## config.mk

```make
export PLATFORM = sky130hd
export DESIGN_NAME = q_box_inv_flat
export DESIGN_NICKNAME = d
export VERILOG_FILES = /design/src/rtl/q_box_inv_if.sv /design/src/rtl/q_box_inv.sv /design/src/flat_wrapper.sv
export SDC_FILE = /design/constraint.sdc
export NUM_CORES = 2
export LEC_CHECK = 0
export CORE_UTILIZATION = 30
export CTS_BUF_LIST = sky130_fd_sc_hd__clkbuf_8
export CTS_CLUSTER_SIZE = 8
export DETAILED_ROUTE_END_ITERATION = 8
export PLACE_DENSITY = 0.46
export SYNTH_ARGS = -nofsm -noshare
export SYNTH_HDL_FRONTEND = slang
export SYNTH_SLANG_ARGS = --single-unit
```

## constraint.sdc

```tcl
create_clock -name clk -period 8 [get_ports clk]
set_input_delay 1.6 -clock clk [delete_from_list [all_inputs] [get_ports clk]]
set_output_delay 1.6 -clock clk [all_outputs]
set_load 0.1 [all_outputs]
```

## src/rtl/q_box_inv_if.sv

```systemverilog
// Request/response handshake bundle for the q-box inverter: byte in, byte out.
interface q_box_inv_if;
    logic       in_valid;
    logic       in_ready;
    logic [7:0] in_data;
    logic       out_valid;
    logic       out_ready;
    logic [7:0] out_data;

    modport master (output in_valid, in_data, out_ready,
                    input  in_ready, out_valid, out_data);
    modport slave  (input  in_valid, in_data, out_ready,
                    output in_ready, out_valid, out_data);
endinterface

```

## src/rtl/q_box_inv.sv

```systemverilog
// Inverse Twofish q0/q1 permutation: a 256-cycle sweep fills table[q(c)] = c, then serves
// 1-cycle lookups. Define Q_BOX_INV_SELFCHECK_EN to add the sticky chk_err forward re-check.
module q_box_inv #(
    parameter int q = 0
) (
    input  logic        clk,
    input  logic        rst_n,
    q_box_inv_if.slave  bus_if,
    output logic        init_done
`ifdef Q_BOX_INV_SELFCHECK_EN
    ,
    output logic        chk_err
`endif
);
    // t-box nibble tables, entry 0 in the most significant nibble
    localparam logic [63:0] Q0T0 = 64'h817D6F320B59ECA4;
    localparam logic [63:0] Q0T1 = 64'hECB81235F4A6709D;
    localparam logic [63:0] Q0T2 = 64'hBA5E6D90C8F32471;
    localparam logic [63:0] Q0T3 = 64'hD7F4126E9B3085CA;
    localparam logic [63:0] Q1T0 = 64'h28BDF76E31940AC5;
    localparam logic [63:0] Q1T1 = 64'h1E2B4C376DA5F908;
    localparam logic [63:0] Q1T2 = 64'h4C75169A0ED82B3F;
    localparam logic [63:0] Q1T3 = 64'hB951C3DE647F208A;

    function automatic logic [3:0] tbox(input logic [1:0] k, input logic [3:0] n);
        logic [63:0] t;
        logic [63:0] s;
        case (k)
            2'd0:    t = (q == 0) ? Q0T0 : Q1T0;
            2'd1:    t = (q == 0) ? Q0T1 : Q1T1;
            2'd2:    t = (q == 0) ? Q0T2 : Q1T2;
            default: t = (q == 0) ? Q0T3 : Q1T3;
        endcase
        s = t >> {~n, 2'b00};
        return s[3:0];
    endfunction

    function automatic logic [7:0] fwd(input logic [7:0] x);
        logic [3:0] a0, b0, a1, b1, a2, b2, a3, b3, a4, b4;
        a0 = x[7:4];
        b0 = x[3:0];
        a1 = a0 ^ b0;
        b1 = a0 ^ {b0[0], b0[3:1]} ^ {a0[0], 3'b000};
        a2 = tbox(2'd0, a1);
        b2 = tbox(2'd1, b1);
        a3 = a2 ^ b2;
        b3 = a2 ^ {b2[0], b2[3:1]} ^ {a2[0], 3'b000};
        a4 = tbox(2'd2, a3);
        b4 = tbox(2'd3, b3);
        return {b4, a4};
    endfunction

    typedef enum logic {S_INIT, S_SERVE} state_e;

    state_e      state_q, state_d;
    logic [7:0]  cnt_q, cnt_d;
    logic        out_valid_q, out_valid_d;
    logic [7:0]  out_data_q, out_data_d;
    logic [7:0]  tbl_q [256];
    logic [7:0]  rd_data;
    logic        accept;

    assign rd_data          = tbl_q[bus_if.in_data];
    assign init_done        = (state_q == S_SERVE);
    assign bus_if.in_ready  = (state_q == S_SERVE) && (!out_valid_q || bus_if.out_ready);
    assign accept           = bus_if.in_valid && bus_if.in_ready;
    assign bus_if.out_valid = out_valid_q;
    assign bus_if.out_data  = out_data_q;

    // Table is not reset; the sweep rewrites every entry before SERVE.
    always_ff @(posedge clk) begin
        if (rst_n && state_q == S_INIT)
            tbl_q[fwd(cnt_q)] <= cnt_q;
    end

    always_ff @(posedge clk) begin
        if (!rst_n) begin
            state_q     <= S_INIT;
            cnt_q       <= 8'd0;
            out_valid_q <= 1'b0;
            out_data_q  <= 8'd0;
        end else begin
            state_q     <= state_d;
            cnt_q       <= cnt_d;
            out_valid_q <= out_valid_d;
            out_data_q  <= out_data_d;
        end
    end

    always_comb begin
        state_d     = state_q;
        cnt_d       = cnt_q;
        out_valid_d = out_valid_q;
        out_data_d  = out_data_q;
        case (state_q)
            S_INIT: begin
                cnt_d = cnt_q + 8'd1;
                if (cnt_q == 8'hFF)
                    state_d = S_SERVE;
            end
            default: begin
                if (accept) begin
                    out_valid_d = 1'b1;
                    out_data_d  = rd_data;
                end else if (bus_if.out_ready) begin
                    out_valid_d = 1'b0;
                end
            end
        endcase
    end

`ifdef Q_BOX_INV_SELFCHECK_EN
    logic chk_err_q, chk_err_d;

    // Flags on the same edge that raises out_valid for the bad lookup.
    assign chk_err_d = chk_err_q | (accept && (fwd(rd_data) != bus_if.in_data));
    assign chk_err   = chk_err_q;

    always_ff @(posedge clk) begin
        if (!rst_n) chk_err_q <= 1'b0;
        else        chk_err_q <= chk_err_d;
    end
`endif

endmodule

```

## src/flat_wrapper.sv

```systemverilog
// flat-port wrapper written by rule: the top's interface ports become plain ports
module q_box_inv_flat 
#(
    parameter int q = 0
)
  (clk, rst_n, init_done, bus_if_in_valid, bus_if_in_data, bus_if_out_ready, bus_if_in_ready, bus_if_out_valid, bus_if_out_data);
  q_box_inv_if bus_if_i ();
  input  logic clk;
  input  logic rst_n;
  output logic init_done;
  input wire logic [$bits(bus_if_i.in_valid)-1:0] bus_if_in_valid;
  input wire logic [$bits(bus_if_i.in_data)-1:0] bus_if_in_data;
  input wire logic [$bits(bus_if_i.out_ready)-1:0] bus_if_out_ready;
  output wire logic [$bits(bus_if_i.in_ready)-1:0] bus_if_in_ready;
  output wire logic [$bits(bus_if_i.out_valid)-1:0] bus_if_out_valid;
  output wire logic [$bits(bus_if_i.out_data)-1:0] bus_if_out_data;
  assign bus_if_i.in_valid = bus_if_in_valid;
  assign bus_if_i.in_data = bus_if_in_data;
  assign bus_if_i.out_ready = bus_if_out_ready;
  assign bus_if_in_ready = bus_if_i.in_ready;
  assign bus_if_out_valid = bus_if_i.out_valid;
  assign bus_if_out_data = bus_if_i.out_data;
  q_box_inv #(.q(q)) u_core (.clk(clk), .rst_n(rst_n), .bus_if(bus_if_i), .init_done(init_done));
endmodule
```

# [Word level (Yosys, flattened, before mapping)]
# Memory sizes are Yosys's and may differ from the RTL's. A register that Yosys moved wholly into a read port is not among the register bits.
# Cells that the tools add are included.
[totals] output_inout_bits=11 ff_bits=10 in_bits=12 memories=1 mem_bits_rw=2048
[op_classes] n_addsub=1 n_reduce_logical=9 mux=10 eq_ne=1 bitwise_logic=11 n_shift=4
[mem_list] name="u_core.tbl_q" depth=256 word_bits=8 read_ports=1 rd_clocked_by_memory_dff=1 write_ports=1 line="q_box_inv.sv:59" source="logic [7:0] tbl_q [256];"
[ops] operator="$mux 64" n=4
[ops] operator="$shr 64x6->4" n=4
[ops] operator="$xor 4x4->4" n=6
[ops] operator="$not 4->4" n=4
[ops] operator="$add 8x1->8 const B" n=1
[ops] operator="$eq 8x8->1 const B" n=1
[ops] operator="$mux 1" n=6
[ops] operator="$reduce_and 2->1" n=2
[ops] operator="$logic_and 1x1->1" n=3
[ops] operator="$logic_not 1->1" n=2
[ops] operator="$reduce_bool 2->1" n=1
[ops] operator="$logic_or 1x1->1" n=1
[ops] operator="$not 1->1" n=1

# [Logic depth before layout (Yosys ltp)]
[depth] word_depth=8 ltp_mapped=16 depth_no_buf=14

# [Worst setup path before layout]
# No wires, ideal clock.
[synth_timing] kind="register -> register" start="register u_core.cnt_q[2]" end="memory u_core.tbl_q[163][0] (enable)" arrival_ps=7556 setup_time_ps=383 slack_ps=60 period_less_slack_ps=7940 path_stages_with_launch=12 path_cell_list="dfxtp_1 -> xor2_2 -> ha_1 -> mux2i_1 -> mux2i_4 -> xor2_1 -> ha_1 -> or2_2 -> o32ai_2 -> o21ai_1 -> buf_2 -> nor3_1"
[synth_via] elab_chain_cells=8
[synth_lines] element="start: declaration" line="q_box_inv.sv:56" source="logic [7:0] cnt_q, cnt_d;"
[synth_lines] element="start signal: assignment" line="q_box_inv.sv:84" source="cnt_q <= cnt_d;"
[synth_lines] element="$xor 4x4->4 (2 in a row)" line="q_box_inv.sv:43" source="b1 = a0 ^ {b0[0], b0[3:1]} ^ {a0[0], 3'b000};"
[synth_lines] element="$not 4->4" line="q_box_inv.sv:34" source="s = t >> {~n, 2'b00};"
[synth_lines] element="$shr 64x6->4" line="q_box_inv.sv:34"
[synth_lines] element="$xor 4x4->4 (2 in a row)" line="q_box_inv.sv:47" source="b3 = a2 ^ {b2[0], b2[3:1]} ^ {a2[0], 3'b000};"
[synth_lines] element="$not 4->4" line="q_box_inv.sv:34"
[synth_lines] element="$shr 64x6->4" line="q_box_inv.sv:34"
[synth_lines] element="end: declaration" line="q_box_inv.sv:59"
# Parallel ways exist; a longest one is shown, timed or not.

# [Final worst setup path]
[layout_timing] start="register u_core.cnt_q[4]" end="memory u_core.tbl_q[63][1] (enable)"
# Same word-level chain as after synthesis.

==> results.md <==
- Total CTS buffers: 363
- Core area: 0.269 mm2
- PwrDens: 246 mW/mm2
- Post-synthesis cell count: 3,760
- Synth Area per Inst: 21.6 um2
- Total setup buffers inserted after CTS: 0
- Global route overflow: 0
- Max rail drop VDD: 174 uV
- Root buffer cell: clkbuf_8
- R2r startpoint: u_core.cnt_q[4]$_SDFFE_PN0N_
- #FFs+latches synth: 2,066
- WHS Path Cells: 2
- Die footprint: 0.273 mm2
- H-tree depth: 5
- Total GRT Usage: 0.166
- Net Count, Synth: 3,793
- EDFF count, synth: 2,048
- Hold_sp: u_core.bus_if.out_valid$_SDFFE_PN0P_
- Worst EP arrival: 7110 ps
- Slew @ Worst Pin: 1390 ps
- Final Setup Violations: 0
- Post-synth cell types: 70
- Register area: 0.0619 mm2
- Post_cts resized: 0
- CP max-delay cell: nor3_1
- Syn-to-layout area delta: 14.3%
- Layout cell share with drive strength beyond 1: 0.279
- Crit path time final: 6470 ps
- Yosys warns: 0
- Most used DFF post-synth: edfxtp_1
- CTS Sinks: 2,066
- Worst-path maximum fanout: 50
- Vias per inst: 5.04
- DRT Pass-1 Iters: 5
- Die X-Extent: 523 um
- Die H: 523 um
- Lkg Pwr: 30.7 nW
- Final Hold Viols: 0
- Critical path cell sequence: xor2_1 > inv_1 > ha_1 > mux4_2 > xor2_1 > mux2i_1 > mux2i_1 > nand2_2 > buf_4 > nor3_1
- Post-DP HPWL: 134,000 um
- Fmax: 155 MHz
- Hold EP: u_core.bus_if.out_valid$_SDFFE_PN0P_
- Reg2reg end: u_core.tbl_q[63][1]$_DFFE_PP_
- Synth area leaders: edfxtp_1 (76%), mux4_2 (15%), mux2i_1 (1.2%), nor3_1 (0.97%), a221oi_1 (0.69%)
- Fin Hold WS: 500 ps
- List of most frequent post-synthesis cells: edfxtp_1 (2,048), mux4_2 (547), nor3_1 (157)
- Worst Reg-to-Reg Cells: 10
- Final period util: 0.809
- Critical Path RT: 8640 ps
- Synthesized area: 0.0813 mm2
- Port bufs: 22
- Synth async-reset ratio: 0
- ANT nets after route: 0
- Hold WC Path Type: reg -> reg
- Worst-path clk slew: 60 ps
- Placer Congestion: 0.780
- Clock Skews: 81.2 ps
- Crit path from: u_core.cnt_q[4]$_SDFFE_PN0N_
- Worst setup EP type: flop
- Outcome: finished, final reports clean
- R2R setup slack: 1530 ps
- Largest net degree at the start of global routing: 205
- Multi-input logic area: 0.0184 mm2
- RSZ-0062 raised after global routing: no
- Hold_buf cts: 0
- Setup Crit Path Kind: reg -> reg
- Starting DRC count in detailed routing: 3,453
- Later-pin clock latency in the skew report: 1070 ps
- CP delay by family, top: simple AND/OR/NAND/NOR gates
- Routed via count: 39,900
- # fillers: 25,200
- Max Slew Vio Count: 0
- Post-synthesis sequential area ratio: 0.761
- Number of global-route vias before repair: 41,900
- Total wire length: 226,000 um
- Deepest clock path buffer count: 4
- Row cnt: 190
- Wire per inst: 28.6 um
- Startpoint types: flop
- IO Pins: 23
- Starting Density: 0.303
- Nets: 4,125
- Max-Cap Viols: 0
- Count leader, synth: edfxtp_1
- Area leader, netlist: edfxtp_1
- Max_slew headroom: 0.0682
- Buf/Inv on CP: 2
- # DRC: 0
- First-pass GRT wire length: 323,000 um
- CP max stage delay: 940 ps
- TritonCTS clock tree: built
- Setup tns final: 0 ps
- WP depth: 10
- Yosys top cell area share: 0.757
- Antenna violations before repair: 7
==> registers in the layout, summed over array words and instances (netlist names) <==
| signal | cells |
|---|---|
| u_core.init_done | 1 |
| u_core.bus_if.out_valid | 1 |
| u_core.bus_if.out_data | 8 |
| u_core.cnt_q | 8 |
| u_core.tbl_q | 2048 |
==> logic make-up (layout without fill, tap and decap cells) <==
logic type | Yosys count | in the layout | synth area share
flops | 2066 | 2066 | 0.761
mux | 653 | 653 | 0.165
simple gates | 426 | 426 | 0.0246
compound gates | 293 | 293 | 0.0271
buf+inv | 268 | 860 | 0.0141
xor+xnor | 33 | 33 | 0.00463
fa+ha+maj | 21 | 21 | 0.00323
other cells | 0 | 2 | 0
==> where the power goes <==
part / leakage (nW) / internal, W / switching, W
Clock: 3.68 / 0.00443 / 0.00424
Sequential: 20.5 / 0.0120 / 0.0000369
Combinational: 6.55 / 0.000551 / 0.00161
==> final cells by class <==
type | count | share of cell area
Antenna cell | 2 | 0.0000539
Clock buffer | 375 | 0.0556
Clock inverter | 250 | 0.0118
Inverter | 22 | 0.000889
Multi-Input combinational cell | 1426 | 0.198
Sequential cell | 2066 | 0.666
Tap cell | 3552 | 0.0478
Timing Repair Buffer | 213 | 0.0197
==> worst max path at each step <==
| stage | to |
|---|---|
| 4_1_cts | u_core.tbl_q[63][1]$_DFFE_PP_ |
| 6_report | u_core.tbl_q[63][1]$_DFFE_PP_ |
| 5_1_grt | u_core.tbl_q[63][4]$_DFFE_PP_ |
| 3_3_place_gp | u_core.tbl_q[63][2]$_DFFE_PP_ |
| 2_1_floorplan | u_core.tbl_q[163][0]$_DFFE_PP_ |
| 3_5_place_dp | u_core.tbl_q[63][6]$_DFFE_PP_ |
==> layer usage <==
layer,part of all wire,vias to the layer above,track usage
met1,0.44,21600,0.230
li1,-,16600,-
met3,0.053,318,0.0279
met5,0.000057,-,0
met2,0.48,1301,0.266
met4,0.024,2,0.0496
==> worst register-to-register path: cells and delay by family, from the launching register on <==
family,cells,cell delay (ps)
xor+xnor,2,1360
fa+ha+maj,1,350
buf+inv,2,640
flops,1,750
mux,3,1250
simple gates,2,1720
==> through the flow <==
step / util / cell area [um2] / setup WS [ps] / instances / total power (W)
finish: 0.346 / 92900 / 1530 / 7906 / 0.0228
global route: 0.346 / 92900 / 1160 / 7905 / 0.0236
CTS: 0.346 / 92900 / 1510 / 7903 / 0.0231
detailed placement: 0.322 / 86600 / 1500 / 7278 / 0.0144
global placement: 0.322 / 86600 / 1650 / 7278 / 0.0144
floorplan: - / 81300 / 60.5 / 3760 / 0.0134
==> cell usage in the layout, fill, tap and decap left out, types with 9 or more instances in the layout <==
master	instances
nand2_1	57
mux4_2	547
dfxtp_1	10
o22ai_1	14
clkinv_1	88
o21ai_0	30
edfxtp_1	2048
clkdlybuf4s50_1	15
a22o_1	30
nor2b_1	19
ha_1	21
a22oi_1	37
a221oi_1	64
buf_12	14
a211oi_1	17
xor2_1	9
clkinv_2	25
and2_1	12
buf_4	178
a21oi_1	35
a31oi_1	14
xnor2_1	17
mux2i_1	98
nand3_1	18
nor2_1	125
inv_1	147
clkbuf_8	375
nor3_1	150
(Power assumes the default switching activity.)
